`src/rtl/spi_job_scheduler.sv`:
```
// spi_job_scheduler: two-requester round-robin arbiter and job sequencer
// for the pseudo-SPI serializer. Each accepted job has its parameters
// latched and held with BGN low for a setup window. BGN then runs until
// the serializer reports done, the watchdog expires, or ABORT arrives.
// A completion pulse with an error flag goes back to the job's owner.
module spi_job_scheduler #(
  parameter int          ADDR_WIDTH   = 9,
  parameter int          LEN_WIDTH    = 8,
  parameter int          SETUP_CYCLES = 2,
  parameter logic [15:0] TIMEOUT      = 16'd4096
) (
  input  logic                  CLK,
  input  logic                  RST_N,
  input  logic                  REQ0,
  input  logic                  REQ1,
  input  logic [ADDR_WIDTH-1:0] ADDR0,
  input  logic [ADDR_WIDTH-1:0] ADDR1,
  input  logic [LEN_WIDTH-1:0]  LEN0,
  input  logic [LEN_WIDTH-1:0]  LEN1,
  input  logic [7:0]            DIV0,
  input  logic [7:0]            DIV1,
  input  logic                  ABORT,
  input  logic                  SPI_DONE,
  output logic                  BGN,
  output logic [ADDR_WIDTH-1:0] ADDR_BGN,
  output logic [LEN_WIDTH-1:0]  DATA_LEN,
  output logic [7:0]            FREQ_DIV,
  output logic                  GNT0,
  output logic                  GNT1,
  output logic                  DONE0,
  output logic                  DONE1,
  output logic                  ERR,
  output logic                  BUSY,
  output logic                  OWNER
);

  localparam logic [1:0] ST_IDLE  = 2'd0;
  localparam logic [1:0] ST_SETUP = 2'd1;
  localparam logic [1:0] ST_RUN   = 2'd2;
  localparam logic [1:0] ST_FIN   = 2'd3;

  logic [1:0]  state;
  logic [3:0]  setup_cnt;
  logic [15:0] wdog;
  logic        winner;
  logic        timeout_hit;
  logic        fin_go;
  logic        fin_err;

  // Pick the next owner: on a tie the requester that did not go last wins
  always_comb begin
    winner = REQ1;
    if (REQ0 && REQ1) begin
      winner = ~OWNER;
    end
  end

  // Watchdog expiry; a zero limit disables it entirely
  always_comb begin
    timeout_hit = (TIMEOUT != 16'd0) && (wdog == (TIMEOUT - 16'd1));
  end

  // Decide whether the current job ends this cycle and with what error.
  // ABORT beats SPI_DONE, and SPI_DONE beats a coincident timeout.
  // SPI_DONE in SETUP is left over from the previous job and is ignored.
  always_comb begin
    fin_go  = 1'b0;
    fin_err = 1'b0;
    case (state)
      ST_SETUP: begin
        if (ABORT) begin
          fin_go  = 1'b1;
          fin_err = 1'b1;
        end
      end
      ST_RUN: begin
        if (ABORT) begin
          fin_go  = 1'b1;
          fin_err = 1'b1;
        end else if (SPI_DONE) begin
          fin_go  = 1'b1;
          fin_err = 1'b0;
        end else if (timeout_hit) begin
          fin_go  = 1'b1;
          fin_err = 1'b1;
        end
      end
      default: begin
        fin_go  = 1'b0;
        fin_err = 1'b0;
      end
    endcase
  end

  // Sequencer: state, counters and every registered output
  always_ff @(posedge CLK or negedge RST_N) begin
    if (!RST_N) begin
      state     <= ST_IDLE;
      setup_cnt <= '0;
      wdog      <= '0;
      BGN       <= 1'b0;
      ADDR_BGN  <= '0;
      DATA_LEN  <= '0;
      FREQ_DIV  <= '0;
      GNT0      <= 1'b0;
      GNT1      <= 1'b0;
      DONE0     <= 1'b0;
      DONE1     <= 1'b0;
      ERR       <= 1'b0;
      BUSY      <= 1'b0;
      OWNER     <= 1'b1;
    end else begin
      GNT0  <= 1'b0;
      GNT1  <= 1'b0;
      DONE0 <= 1'b0;
      DONE1 <= 1'b0;
      ERR   <= 1'b0;
      if (fin_go) begin
        state <= ST_FIN;
        BGN   <= 1'b0;
        DONE0 <= ~OWNER;
        DONE1 <= OWNER;
        ERR   <= fin_err;
      end else begin
        case (state)
          ST_IDLE: begin
            if (REQ0 || REQ1) begin
              OWNER     <= winner;
              GNT0      <= ~winner;
              GNT1      <= winner;
              ADDR_BGN  <= winner ? ADDR1 : ADDR0;
              DATA_LEN  <= winner ? LEN1 : LEN0;
              FREQ_DIV  <= winner ? DIV1 : DIV0;
              setup_cnt <= 4'(SETUP_CYCLES - 1);
              wdog      <= '0;
              BUSY      <= 1'b1;
              state     <= ST_SETUP;
            end
          end
          ST_SETUP: begin
            if (setup_cnt == 4'd0) begin
              BGN   <= 1'b1;
              state <= ST_RUN;
            end else begin
              setup_cnt <= setup_cnt - 4'd1;
            end
          end
          ST_RUN: begin
            wdog <= wdog + 16'd1;
          end
          ST_FIN: begin
            BUSY  <= 1'b0;
            state <= ST_IDLE;
          end
          default: begin
            BGN   <= 1'b0;
            BUSY  <= 1'b0;
            state <= ST_IDLE;
          end
        endcase
      end
    end
  end

endmodule
```
`config.mk`:
```
export PLATFORM = sky130hd
export DESIGN_NAME = spi_job_scheduler
export DESIGN_NICKNAME = d
export VERILOG_FILES = /design/src/rtl/spi_job_scheduler.sv
export SDC_FILE = /design/constraint.sdc
export NUM_CORES = 1
export LEC_CHECK = 0
export BUFFER_PORTS_ARGS = -buffer_cell sky130_fd_sc_hd__buf_2
export CORE_UTILIZATION = 55
export CTS_BUF_LIST = sky130_fd_sc_hd__clkbuf_2 sky130_fd_sc_hd__clkbuf_4 sky130_fd_sc_hd__clkbuf_8
export CTS_CLUSTER_SIZE = 30
export DETAILED_ROUTE_END_ITERATION = 8
export HOLD_SLACK_MARGIN = 0.06
export PLACE_DENSITY = 0.86
export SYNTH_ARGS = -nofsm -noshare
export SYNTH_HDL_FRONTEND = slang
export SYNTH_SLANG_ARGS = --single-unit
```
`constraint.sdc`:
```
create_clock -name CLK -period 6.2 [get_ports CLK]
set_clock_uncertainty 0.1 [all_clocks]
set_input_delay 0.62 -clock CLK [delete_from_list [all_inputs] [get_ports CLK]]
set_output_delay 0.62 -clock CLK [all_outputs]
set_load 0.02 [all_outputs]
```
; ---- Word level (Yosys, flattened, before mapping)
; Index checks and enable logic that the tools add are counted.
[classes]
n_addsub = 2
mul = 0
div = 0
order_cmp = 0
eq_ne = 8
shifts = 0
mux = 35
n_bitwise = 3
reduce_logical = 16
[op_table]
columns = operator, count
row1 = $pmux 16 s2, 1
row2 = $mux 1, 20
row3 = $add 16x1->16 const B, 1
row4 = $eq 16x12->1 const B, 1
row5 = $mux 16, 1
row6 = $mux 8, 2
row7 = $reduce_and 3->1, 4
row8 = $reduce_bool 2->1, 5
row9 = $mux 9, 1
row10 = $mux 4, 2
row11 = $pmux 4 s2, 1
row12 = $mux 2, 3
row13 = $ne 3x3->1 const B, 2
row14 = $pmux 1 s2, 3
row15 = $pmux 2 s3, 1
row16 = $eq 2x2->1 const B, 2
row17 = $logic_not 4->1, 1
row18 = $ne 2x2->1 const B, 2
row19 = $reduce_and 4->1, 1
row20 = $reduce_bool 4->1, 1
row21 = $sub 4x1->4 const B, 1
row22 = $not 1->1, 3
row23 = $eq 2x1->1 const B, 1
row24 = $logic_not 2->1, 1
row25 = other kinds (3), 3
[word_totals]
ff_bits = 55
latch_bits = 0
ramBits = 0
rom_bits = 0
in_bits = 56
word_cells = 78
mem_count = 0

; ---- Depth between registers and ports, before layout
; Gate-level depths: netlist (run 1).
[logic_depth]
depth_word = 7
mapped_depth = 10

; ---- Least setup slack after synthesis (run 1)
; No wires, ideal clock.
[synth_path]
path_kind = reg2reg
from = register state[0]
to = register wdog[15]
t_arrival_ns = 2.217
required_time_ns = 5.972
path_slack_ns = 3.756
path_stages_with_launch = 9
path_cell_list = dfrtp_1 inv_1 ha_1 a21o_1 and2_1 clkbuf_1 a211oi_2 or3b_2 mux2_1
[synth_via]
elab_chain_cells = 4
word_cells_on_any_way = 9
[synth_rtl]
columns = element, line_no
row1 = from (decl), 42  ; logic [1:0] state;
row2 = from (signal assigned), 98  ; state <= ST_IDLE;
row3 = from (signal assigned), 119  ; state <= ST_FIN;
row4 = from (signal assigned), 137  ; state <= ST_SETUP;
row5 = $eq 2x2->1 / $eq 2x1->1 (equally long branches), "69, 125"
row6 = $pmux 1 s2, 69  ; case (state)
row7 = $not 1->1 (no line), --
row8 = $reduce_and 3->1 (no line), --
row9 = to (signal assigned), 149  ; wdog <= wdog + 16'd1;
row10 = to (decl), 44  ; logic [15:0] wdog;
; Several ways; a longest one is shown, not always the timed one.
; A chain may end at the register's enable or synchronous reset.

; ---- Final worst setup path (run 1)
[layout_path]
from = register wdog[12]
to = register BUSY
[layout_via]
elab_chain_cells = 7
[layout_rtl]
columns = element, line_no
row1 = $eq 16x12->1, 60  ; timeout_hit = (TIMEOUT != 16'd0) && (wdog == (TIMEOUT - 16'd1));
row2 = $mux 1, 83  ; end else if (timeout_hit) begin
row3 = $mux 1, 80  ; end else if (SPI_DONE) begin
row4 = $mux 1, 77  ; if (ABORT) begin
row5 = $pmux 1 s2, 69
row6 = $not 1->1 (no line), --
row7 = $reduce_and 3->1 (no line), --
row8 = to (signal assigned), 110  ; BUSY <= 1'b0;
row9 = to (signal assigned), 136  ; BUSY <= 1'b1;
row10 = to (signal assigned), 152  ; BUSY <= 1'b0;
row11 = to (decl), 33  ; output logic BUSY,
; No other way between the ends.

==> summary.txt, run 1 <==
Yosys
  – Leading area contributor after synthesis: dfrtp_1
  – Synth Area per Inst: 10.8 sq um
  – Netlist cell types: 45
  – Post-Synth XOR/XNOR Area: 0.0318
  – Synth Area in Adders: 0.0318
  – Main area contributors after synthesis: dfrtp_1, a22o_1, a21o_1, ha_1, xnor2_1
  – Yosys reg bits: 55
  – Synth top area share: 0.491
  – Compound-Gate Fraction of Synth Area: 0.263
  – Largest family of logic cells by synthesized area: compound AO/OA/AOI/OAI gates
  – Register area share after synthesis: 0.500
  – YS warnings: 0
  – Async S/R FF share, synth: 1.00
  – Mux contribution to synthesized area: 0.00818
  – EDFF count, synth: 0
  – Post-Syn Nets: 317
  – Synthesized instance count: 254
  – Cell area after synthesis: 2750 sq um
  – Simple-gate share of the synthesized area: 0.128
  – Synth Flop Type: dfrtp_1

Setup path
  – CP Class: flop to flop
  – Worst R2R Path Depth: 5
  – Slowest CP cell: a211o_1
  – Reg2reg end: BUSY
  – Worst-path cell chain: or4_4, o41ai_4, a211o_1, a21boi_1, o2bb2ai_1
  – Type of origin of the critical path: flop
  – Kind of cell adding the most delay to the critical path: compound AO/OA/AOI/OAI gates
  – Worst r2r src: wdog[12]
  – CP Capture Type: flop
  – Flop-to-flop setup slack: 3.11 ns
  – Critical path buffer and inverter count: 0
  – Crit-path max cell delay: 0.83 ns
  – WP data arrival: 3.20 ns
  – Max FO, Critical Path: 27
  – Req. time, crit path: 6.31 ns

Layout
  – Area Overhead vs Synth: 21.3%
  – Register area: 1380 sq um
  – Multi-input combinational cell area: 1280 sq um
  – Util after Layout: 0.702
  – Share of post-route cells with drive strength above 1: 0.329
  – Fillers: 400
  – Fin area: 3340 sq um
  – ANT cells: 0
  – Total Nets Final: 402

Clock tree
  – Clock-pin slew on the worst setup and hold paths: 0.11 ns
  – Hold_buf cts: 0
  – CTS buffer count: 5
  – Clock root buffer: clkbuf_8
  – TritonCTS Sinks: 55
  – CTS tree: done
  – CTS H-tree depth: 2
  – Number of buffers on the longest clock path: 2
  – Skew-Pair Late Insertion Delay: 0.32 ns
  – Post-CTS setup buffers: 0
  – Post-CTS resize count: 0

Flow run
  – Max-cap check violation count: 0

Pwr
  – Pwr dens: 458 nW/um^2
  – Leakage: 1.80 nW
  – Worst vdd ir: 0.000343 V

STA
  – Final-report max-slew violation count: 0
  – Final setup fails: 0
  – Minimum clock period: 3.09 ns
  – Final Cycle Share: 0.499
  – Slew HR: 0.399
  – Final hold vios: 0
  – Max Clock Freq: 323 MHz
  – Setup TNS: 0 ns
  – Worst Tran Pin Value: 0.902 ns
  – Unrepaired setup endpoints after global routing: false
  – PnR worst setup slack: 3.11 ns

Placement
  – Dpl cell area: 3240 sq um
  – Placer congestion estimate: 0.797
  – PortBufs: 88
  – Pre-CTS setup slack: 3.15 ns
  – HPWL after detailed placement: 4.33 mm

Die
  – Core Area: 4750 sq um
  – Die W: 72.7 um
  – Starting Density: 0.579
  – Full die area: 5290 sq um
  – Die H: 72.7 um
  – Number of cell rows: 25
  – Ports: 89

Detailed routing
  – DRT iter0 DRCs: 146
  – Drt pass-1 iters: 4
  – DRC violations left: 0
  – Antenna viol nets, final: 0
  – Routed WL: 6.10 mm
  – Vias: 2,254
  – WL/cell: 15.0 um
  – Vias/cell: 5.54

Min path
  – HP Class: input pin to asynchronous set/reset pin

Global routing
  – Largest net degree at the start of global routing: 56
  – Gr usage total: 0.245
  – First-pass GRT wire length: 9.89 mm
  – Initial antenna violation count: 0
  – Number of global-route vias before repair: 2,231
  – Grt ovf: 0

Status
  – Outcome: complete, no violations
## synth_stat cells, types with 5 or more instances
cell,number
nand4_1,5
a22o_1,25
inv_1,9
dfrtp_1,54
nor2_1,22
xnor2_1,10
nand2b_1,5
ha_1,7
nand2_1,15
buf_2,6
a211oi_1,7
clkbuf_1,7
a21o_1,27
## worst max path at each step
stage | cells past startpoint | endpoint | startpoint | slack, ns
6_report | 5 | BUSY | wdog[12] | 3.11
5_1_grt | 5 | BUSY | wdog[12] | 2.94
4_1_cts | 5 | BUSY | wdog[12] | 3.15
3_5_place_dp | 5 | BUSY | wdog[12] | 3.15
3_3_place_gp | 5 | BUSY | wdog[12] | 3.24
2_1_floorplan | 8 | wdog[15] | state[0] | 3.76
## registers in the layout, summed over array words and instances (netlist names), 2 cells and up
| name | cells |
|---|---|
| state | 2 |
| setup_cnt | 4 |
| FREQ_DIV | 8 |
| ADDR_BGN | 9 |
| DATA_LEN | 8 |
| wdog | 16 |
## cell type report
type | instances | area share
multi-input combinational | 176 | 0.383
tap | 67 | 0.0251
inverter | 9 | 0.0101
timing repair buffer | 92 | 0.141
clock buffer | 5 | 0.0206
clock inverter | 3 | 0.00750
sequential | 55 | 0.413
## per-layer routing
metal  global-route usage  share of wire
met5                    0              0
met4                0.107          0.018
met3               0.0414          0.035
met2                0.426           0.52
met1                0.300           0.43
## logic make-up after synthesis
logic type / after synthesis
AND/OR/NAND/NOR: 69
adder cells (fa/ha/maj): 7
multiplexers: 2
XOR/XNOR: 10
AO/OA/AOI/OAI: 88
flip-flops: 55
buffers and inverters: 23
## through the flow
stage	cells	power [mW]	hold WS (ns)
2_1_floorplan	254	1.11	0.224
3_3_place_gp	399	1.30	0.375
3_5_place_dp	399	1.33	0.379
4_1_cts	407	1.54	0.337
5_1_grt	407	1.64	0.384
6_report	407	1.53	0.319
## power breakdown
part           switching (mW)  internal, mW  total, mW  leakage, nW
clock network           0.121        0.0810      0.202       0.0443
registers              0.0703         0.483      0.553        0.709
logic                   0.455         0.320      0.775         1.05
total                   0.646         0.884       1.53         1.80
## cells in the final DEF (no fill, tap or decap), types with 2 or more instances in the layout
| cell | synthesis | routed |
|---|---|---|
| o2bb2ai_1 | 3 | 3 |
| nand2_1 | 15 | 15 |
| or3b_2 | 2 | 2 |
| a2111oi_0 | 3 | 3 |
| buf_2 | 6 | 88 |
| ha_1 | 7 | 7 |
| a211oi_2 | 2 | 2 |
| and3_1 | 3 | 3 |
| nand2b_1 | 5 | 5 |
| nor2b_1 | 2 | 2 |
| inv_1 | 9 | 9 |
| a211o_1 | 2 | 2 |
| a31o_2 | 2 | 2 |
| buf_4 | 0 | 4 |
| o21a_1 | 3 | 3 |
| a21oi_1 | 4 | 4 |
| o21ai_0 | 2 | 2 |
| nor2_1 | 22 | 22 |
| a22o_1 | 25 | 25 |
| a211oi_1 | 7 | 7 |
| nand3_1 | 4 | 4 |
| nand4_1 | 5 | 5 |
| o211ai_1 | 2 | 2 |
| clkbuf_8 | 0 | 5 |
| and4_1 | 2 | 2 |
| clkinv_4 | 0 | 2 |
| xnor2_1 | 10 | 10 |
| a21o_1 | 27 | 27 |
| or3_1 | 2 | 2 |
| dfrtp_1 | 54 | 54 |
No activity file was read; power rests on OpenSTA's default activity.
==> inputs of run 2 (changes only) <==
- CORE_UTILIZATION: 55 -> 47
- PLACE_DENSITY: 0.86 -> 0.78
- clock period: 6.2 -> 2.8 ns (I/O delays scaled with it)
==> run 2 against run 1 <==
Utilization is 5.4 points lower. Final area increased by 8.2%. Non-clock buffer count grew 26. Combinational power is 130% higher.
==> summary.txt, run 2 (same netlist as run 1, synthesis figures left out) <==
Clock tree
  – Clock root buffer: clkbuf_8
  – Clock-pin slew on the worst setup and hold paths: 0.10 ns
  – CTS H-tree depth: 2
  – Skew-Pair Late Insertion Delay: 0.31 ns
  – CTS buffer count: 5
  – Post-CTS setup buffers: 0
  – CTS tree: done
  – TritonCTS Sinks: 55
  – Number of buffers on the longest clock path: 2

Layout
  – Fin area: 3610 sq um
  – Biggest regs: wdog: 16 flops, ADDR_BGN: 9 flops
  – ANT cells: 0
  – Fillers: 456
  – Util after Layout: 0.648
  – Max FFs per register: 16
  – Share of post-route cells with drive strength above 1: 0.325
  – Area Overhead vs Synth: 31.2%
  – Commonest non-fill, non-tap cell in the layout: buf_2
  – Most frequent cells in the layout: buf_2, dfrtp_1, a21o_1, a22o_1, nor2_1
  – Total Nets Final: 428
  – Reg with most FFs: wdog

Die
  – Die W: 78.5 um
  – Full die area: 6170 sq um
  – Ports: 89
  – Core Area: 5570 sq um
  – Starting Density: 0.494
  – Number of cell rows: 27
  – Die H: 78.5 um

Detailed routing
  – Vias/cell: 5.52
  – Drt pass-1 iters: 4
  – Vias: 2,418
  – DRC violations left: 0
  – DRT iter0 DRCs: 144
  – WL/cell: 15.1 um
  – Routed WL: 6.63 mm
  – Antenna viol nets, final: 0

STA
  – Setup TNS: 0 ns
  – Final-report max-slew violation count: 0
  – Final setup fails: 0
  – Worst Tran Pin Value: 0.497 ns
  – Minimum clock period: 2.51 ns
  – Final Cycle Share: 0.896
  – Final hold vios: 0
  – Slew HR: 0.660
  – Max Clock Freq: 399 MHz
  – Unrepaired setup endpoints after global routing: false

Pwr
  – Total Power: 3.55 mW
  – Leakage: 1.93 nW
  – Pwr dens: 982 nW/um^2
  – Worst vdd ir: 0.000793 V

Placement
  – HPWL after detailed placement: 4.39 mm
  – Dpl cell area: 3300 sq um
  – PortBufs: 88
  – Placer congestion estimate: 0.784

Setup path
  – CP Capture Type: flop
  – Critical path buffer and inverter count: 1
  – WP data arrival: 2.61 ns
  – Type of origin of the critical path: flop
  – Kind of cell adding the most delay to the critical path: simple AND/OR/NAND/NOR gates
  – Worst-path cell chain: inv_1, ha_1, a21o_1, and2_1, a211oi_2, or3b_2, mux2_1
  – Slowest CP cell: or3b_2
  – CP Class: flop to flop
  – Crit-path max cell delay: 0.47 ns
  – Req. time, crit path: 2.90 ns
  – Max FO, Critical Path: 12

Global routing
  – First-pass GRT wire length: 10.7 mm
  – Largest net degree at the start of global routing: 28
  – Initial antenna violation count: 0
  – Grt ovf: 0
  – Gr usage total: 0.221
  – Number of global-route vias before repair: 2,351

Status
  – Outcome: complete, no violations

Flow run
  – Max-cap check violation count: 0

Min path
  – HP Class: input pin to flop
[run 2: changes by cell type in the layout (fill, tap and decap cells not counted)]
cell and delta:
buf_4 +6, clkinvlp_4 -1, and3_1 -1, clkinv_4 -2, bufinv_16 +1, inv_6 +1, and3_2 +1, clkbuf_4 +1
dlygate4sd3_1 +20
[run 2: path summary, 6_finish.rpt]
kind                            startpoint            to  slack, ns  depth (start not counted)
min in group asynchronous            RST_N  setup_cnt[2]       0.31                          2
worst max register to register    state[1]      wdog[15]       0.29                          7
worst max-delay path              state[1]      wdog[15]       0.29                          7
worst min-delay path              ADDR0[3]   ADDR_BGN[3]       0.07                          2
worst min register to register         BGN           BGN       0.42                          1
max in group asynchronous            RST_N          GNT0       1.67                          3
[run 2: repair_timing]
action,4_1_cts,5_1_grt
gates resized for setup,0,1
hold endpoints to repair,34,0
hold buffers,20,0
endpoints found under the setup margin,0,25
[run 2: worst reg2reg max path, delay by kind of cell (launching register included)]
kind | cells | cell delay (ns)
adders and majority gates | 1 | 0.31
AOI/OAI and AO/OA | 2 | 0.49
muxes | 1 | 0.33
DFF | 1 | 0.38
and+or+nand+nor | 2 | 0.71
buffers and inverters | 1 | 0.08
[run 2: per-layer routing]
| metal | share of wire | global-route usage | vias to the layer above |
|---|---|---|---|
| met4 | 0.022 | 0.102 | 0 |
| met3 | 0.039 | 0.0279 | 15 |
| li1 | - | - | 1156 |
| met1 | 0.42 | 0.279 | 1177 |
| met2 | 0.51 | 0.377 | 70 |
| met5 | 0 | 0 | - |
[run 2: area by class of cell]
type,instances,area (sq um),share of cell area
Timing Repair Buffer,118,716,0.198
Inverter,9,33.8,0.00935
Clock buffer,6,76.3,0.0211
Multi-Input combinational cell,176,1280,0.354
Clock inverter,2,38.8,0.0107
Sequential cell,55,1380,0.381
Tap cell,72,90.1,0.0249
[run 2: stage by stage]
step           hold WS (ns)  setup slack (ns)  std cells
4_1_cts              0.0603             0.144        438
5_1_grt              0.0666             0.154        438
6_report             0.0674             0.292        438
3_5_place_dp          0.126             0.154        410
3_3_place_gp          0.120             0.277        410
2_1_floorplan        -0.116             0.356        254
[run 2: power by group]
group / switching (mW) / internal [mW] / leakage, nW
registers: 0.157 / 1.07 / 0.709
clock network: 0.263 / 0.280 / 0.0592
logic: 1.03 / 0.749 / 1.16
==> inputs of run 3 (changes only) <==
- CELL_PAD_IN_SITES_DETAIL_PLACEMENT: not set -> 0
- CELL_PAD_IN_SITES_GLOBAL_PLACEMENT: not set -> 1
- CORE_UTILIZATION: 47 -> 36
- MAX_ROUTING_LAYER: not set -> met4
- PLACE_DENSITY: 0.78 -> not set
- PLACE_DENSITY_LB_ADDON: not set -> 0.1
==> run 3 against run 2 <==
Highest routed layer unchanged. Cell count increased by 7.3%. Fmax rose by 1.6%. Via count is 3.8% lower. Flip-flop and latch count is the same. Routed wire length hardly changed. Critical endpoint is now DATA_LEN[5]. Power is 0.69% higher.
==> summary.txt, run 3 (same netlist as run 1, synthesis figures left out) <==
Pwr
  – Clock network power share: 0.153
  – Leakage: 1.96 nW
  – Sw Pwr: 1.44 mW
  – Combinational fraction of design power: 0.505
  – Total Power: 3.57 mW
  – Worst vdd ir: 0.000425 V
  – Internal power: 2.13 mW
  – Flop pwr share: 0.343
  – Sw frac: 0.404
  – Pwr dens: 967 nW/um^2

Clock tree
  – CTS H-tree depth: 2
  – Clock-pin slew on the worst setup and hold paths: 0.10 ns
  – TritonCTS Sinks: 55
  – Clock root buffer: clkbuf_8
  – CTS tree: done
  – CTS buffer count: 5
  – Post-CTS resize count: 0
  – Number of buffers on the longest clock path: 2
  – Skew-Pair Late Insertion Delay: 0.30 ns

Detailed routing
  – DRT iter0 DRCs: 95
  – Drt pass-1 iters: 4
  – WL/cell: 14.1 um
  – Vias: 2,326
  – Vias/cell: 4.95
  – Routed WL: 6.63 mm
  – DRC violations left: 0
  – Antenna viol nets, final: 0

Setup path
  – WP data arrival: 2.57 ns
  – CP Class: flop to flop
  – Req. time, crit path: 2.90 ns
  – Worst r2r src: wdog[12]
  – Slowest CP cell: or4_4
  – Worst-path cell chain: or4_4, o41ai_4, buf_4, a211oi_4, buf_4, a22o_1, a21o_1
  – Critical path startpoint: wdog[12]
  – Type of origin of the critical path: flop
  – CP most frequent cell: buf_4
  – Max FO, Critical Path: 27
  – Crit-path max cell delay: 0.56 ns
  – CP Capture Type: flop

Die
  – Die H: 89.4 um
  – Full die area: 8000 sq um
  – Core Area: 7330 sq um
  – Number of cell rows: 31
  – Starting Density: 0.375
  – Die W: 89.4 um
  – Ports: 89

Layout
  – Commonest non-fill, non-tap cell in the layout: buf_2
  – Reg with most FFs: wdog
  – Biggest regs: wdog: 16 flops, ADDR_BGN: 9 flops
  – Area Overhead vs Synth: 34.1%
  – Total Nets Final: 433
  – Share of post-route cells with drive strength above 1: 0.329
  – Max FFs per register: 16
  – ANT cells: 0
  – Most frequent cells in the layout: buf_2, dfrtp_1, a21o_1, a22o_1, nor2_1
  – Non-Filler Instances: 470

Placement
  – Placer congestion estimate: 0.726
  – Cells after DPL: 441
  – PortBufs: 88
  – HPWL after detailed placement: 4.65 mm

Global routing
  – Gr usage total: 0.176
  – Largest net degree at the start of global routing: 29
  – First-pass GRT wire length: 10.5 mm
  – Number of global-route vias before repair: 2,166
  – Initial antenna violation count: 0
  – Grt ovf: 0

STA
  – Worst Tran Pin Value: 0.547 ns
  – Setup TNS: 0 ns
  – Final-report max-slew violation count: 0
  – Final hold vios: 0
  – Final setup fails: 0
  – Minimum clock period: 2.47 ns
  – Final Cycle Share: 0.882
  – Max Clock Freq: 405 MHz
  – Slew HR: 0.631
  – Hold slack: 0.0682 ns
  – Unrepaired setup endpoints after global routing: false

Min path
  – HP Class: input pin to flop
  – Hold_sp: LEN0[0]

Flow run
  – Max-cap check violation count: 0

Status
  – Outcome: complete, no violations
run 3: changes by cell type in the layout (fill, tap and decap cells not counted):
cell and change:
a211oi_2 -1, buf_4 +4, and3_2 -1, dlygate4sd3_1 +1, a211oi_4 +1, and3_1 +1
run 3: worst paths after layout:
path                          endpoint  slack (ns)  depth (start not counted)
setup / recovery           DATA_LEN[5]        0.33                          7
hold / removal             DATA_LEN[0]        0.07                          2
setup reg to reg           DATA_LEN[5]        0.33                          7
hold reg to reg                    BGN        0.41                          1
max in group asynchronous        OWNER        1.73                          3
min in group asynchronous  ADDR_BGN[1]        0.23                          2
run 3: per-stage QoR:
stage                util  setup WS (ns)  cell area [sq um]
floorplan               -          0.356               2750
global placement    0.459          0.352               3370
detailed placement  0.459          0.336               3370
CTS                 0.495          0.312               3630
global route        0.504          0.201               3690
finish              0.504          0.330               3690
run 3: cell type report:
cell class / instances / area, sq um
clock buffer: 6 / 76.3
multi-input combinational: 176 / 1290
fill: 693 / 3640
tap: 99 / 124
sequential: 55 / 1380
inverter: 9 / 33.8
clock inverter: 2 / 38.8
timing repair buffer: 123 / 756
run 3: power by group through the flow:
stage	clock [mW]	combinational [mW]	sequential, mW
after global placement	0	1.78	1.23
after detailed placement	0	1.80	1.23
after CTS	0.572	1.82	1.22
after global routing	0.608	2.01	1.26
final	0.545	1.80	1.22
after floorplan	0	0.973	1.49
run 3: repair_timing:
| item | 4_1_cts | 5_1_grt |
|---|---|---|
| buffers inserted | 0 | 0 |
| hold buffers | 15 | 6 |
| hold endpoints to repair | 53 | 6 |
| setup endpoints to repair | 0 | 0 |
run 3: worst max-delay path: cells and delay by family, from the launching register on:
| kind | cells | cell delay (ns) |
|---|---|---|
| buffers and inverters | 2 | 0.48 |
| DFF | 1 | 0.42 |
| and+or+nand+nor | 1 | 0.56 |
| AOI/OAI and AO/OA | 4 | 0.79 |
run 3: layer usage:
| metal | vias up | track usage | wire [um] |
|---|---|---|---|
| met5 | - | - | 0 |
| met4 | 0 | 0.0390 | 66 |
| met3 | 6 | 0.0351 | 233 |
| met2 | 50 | 0.270 | 3140 |
| met1 | 1112 | 0.241 | 3200 |
| li1 | 1158 | - | - |
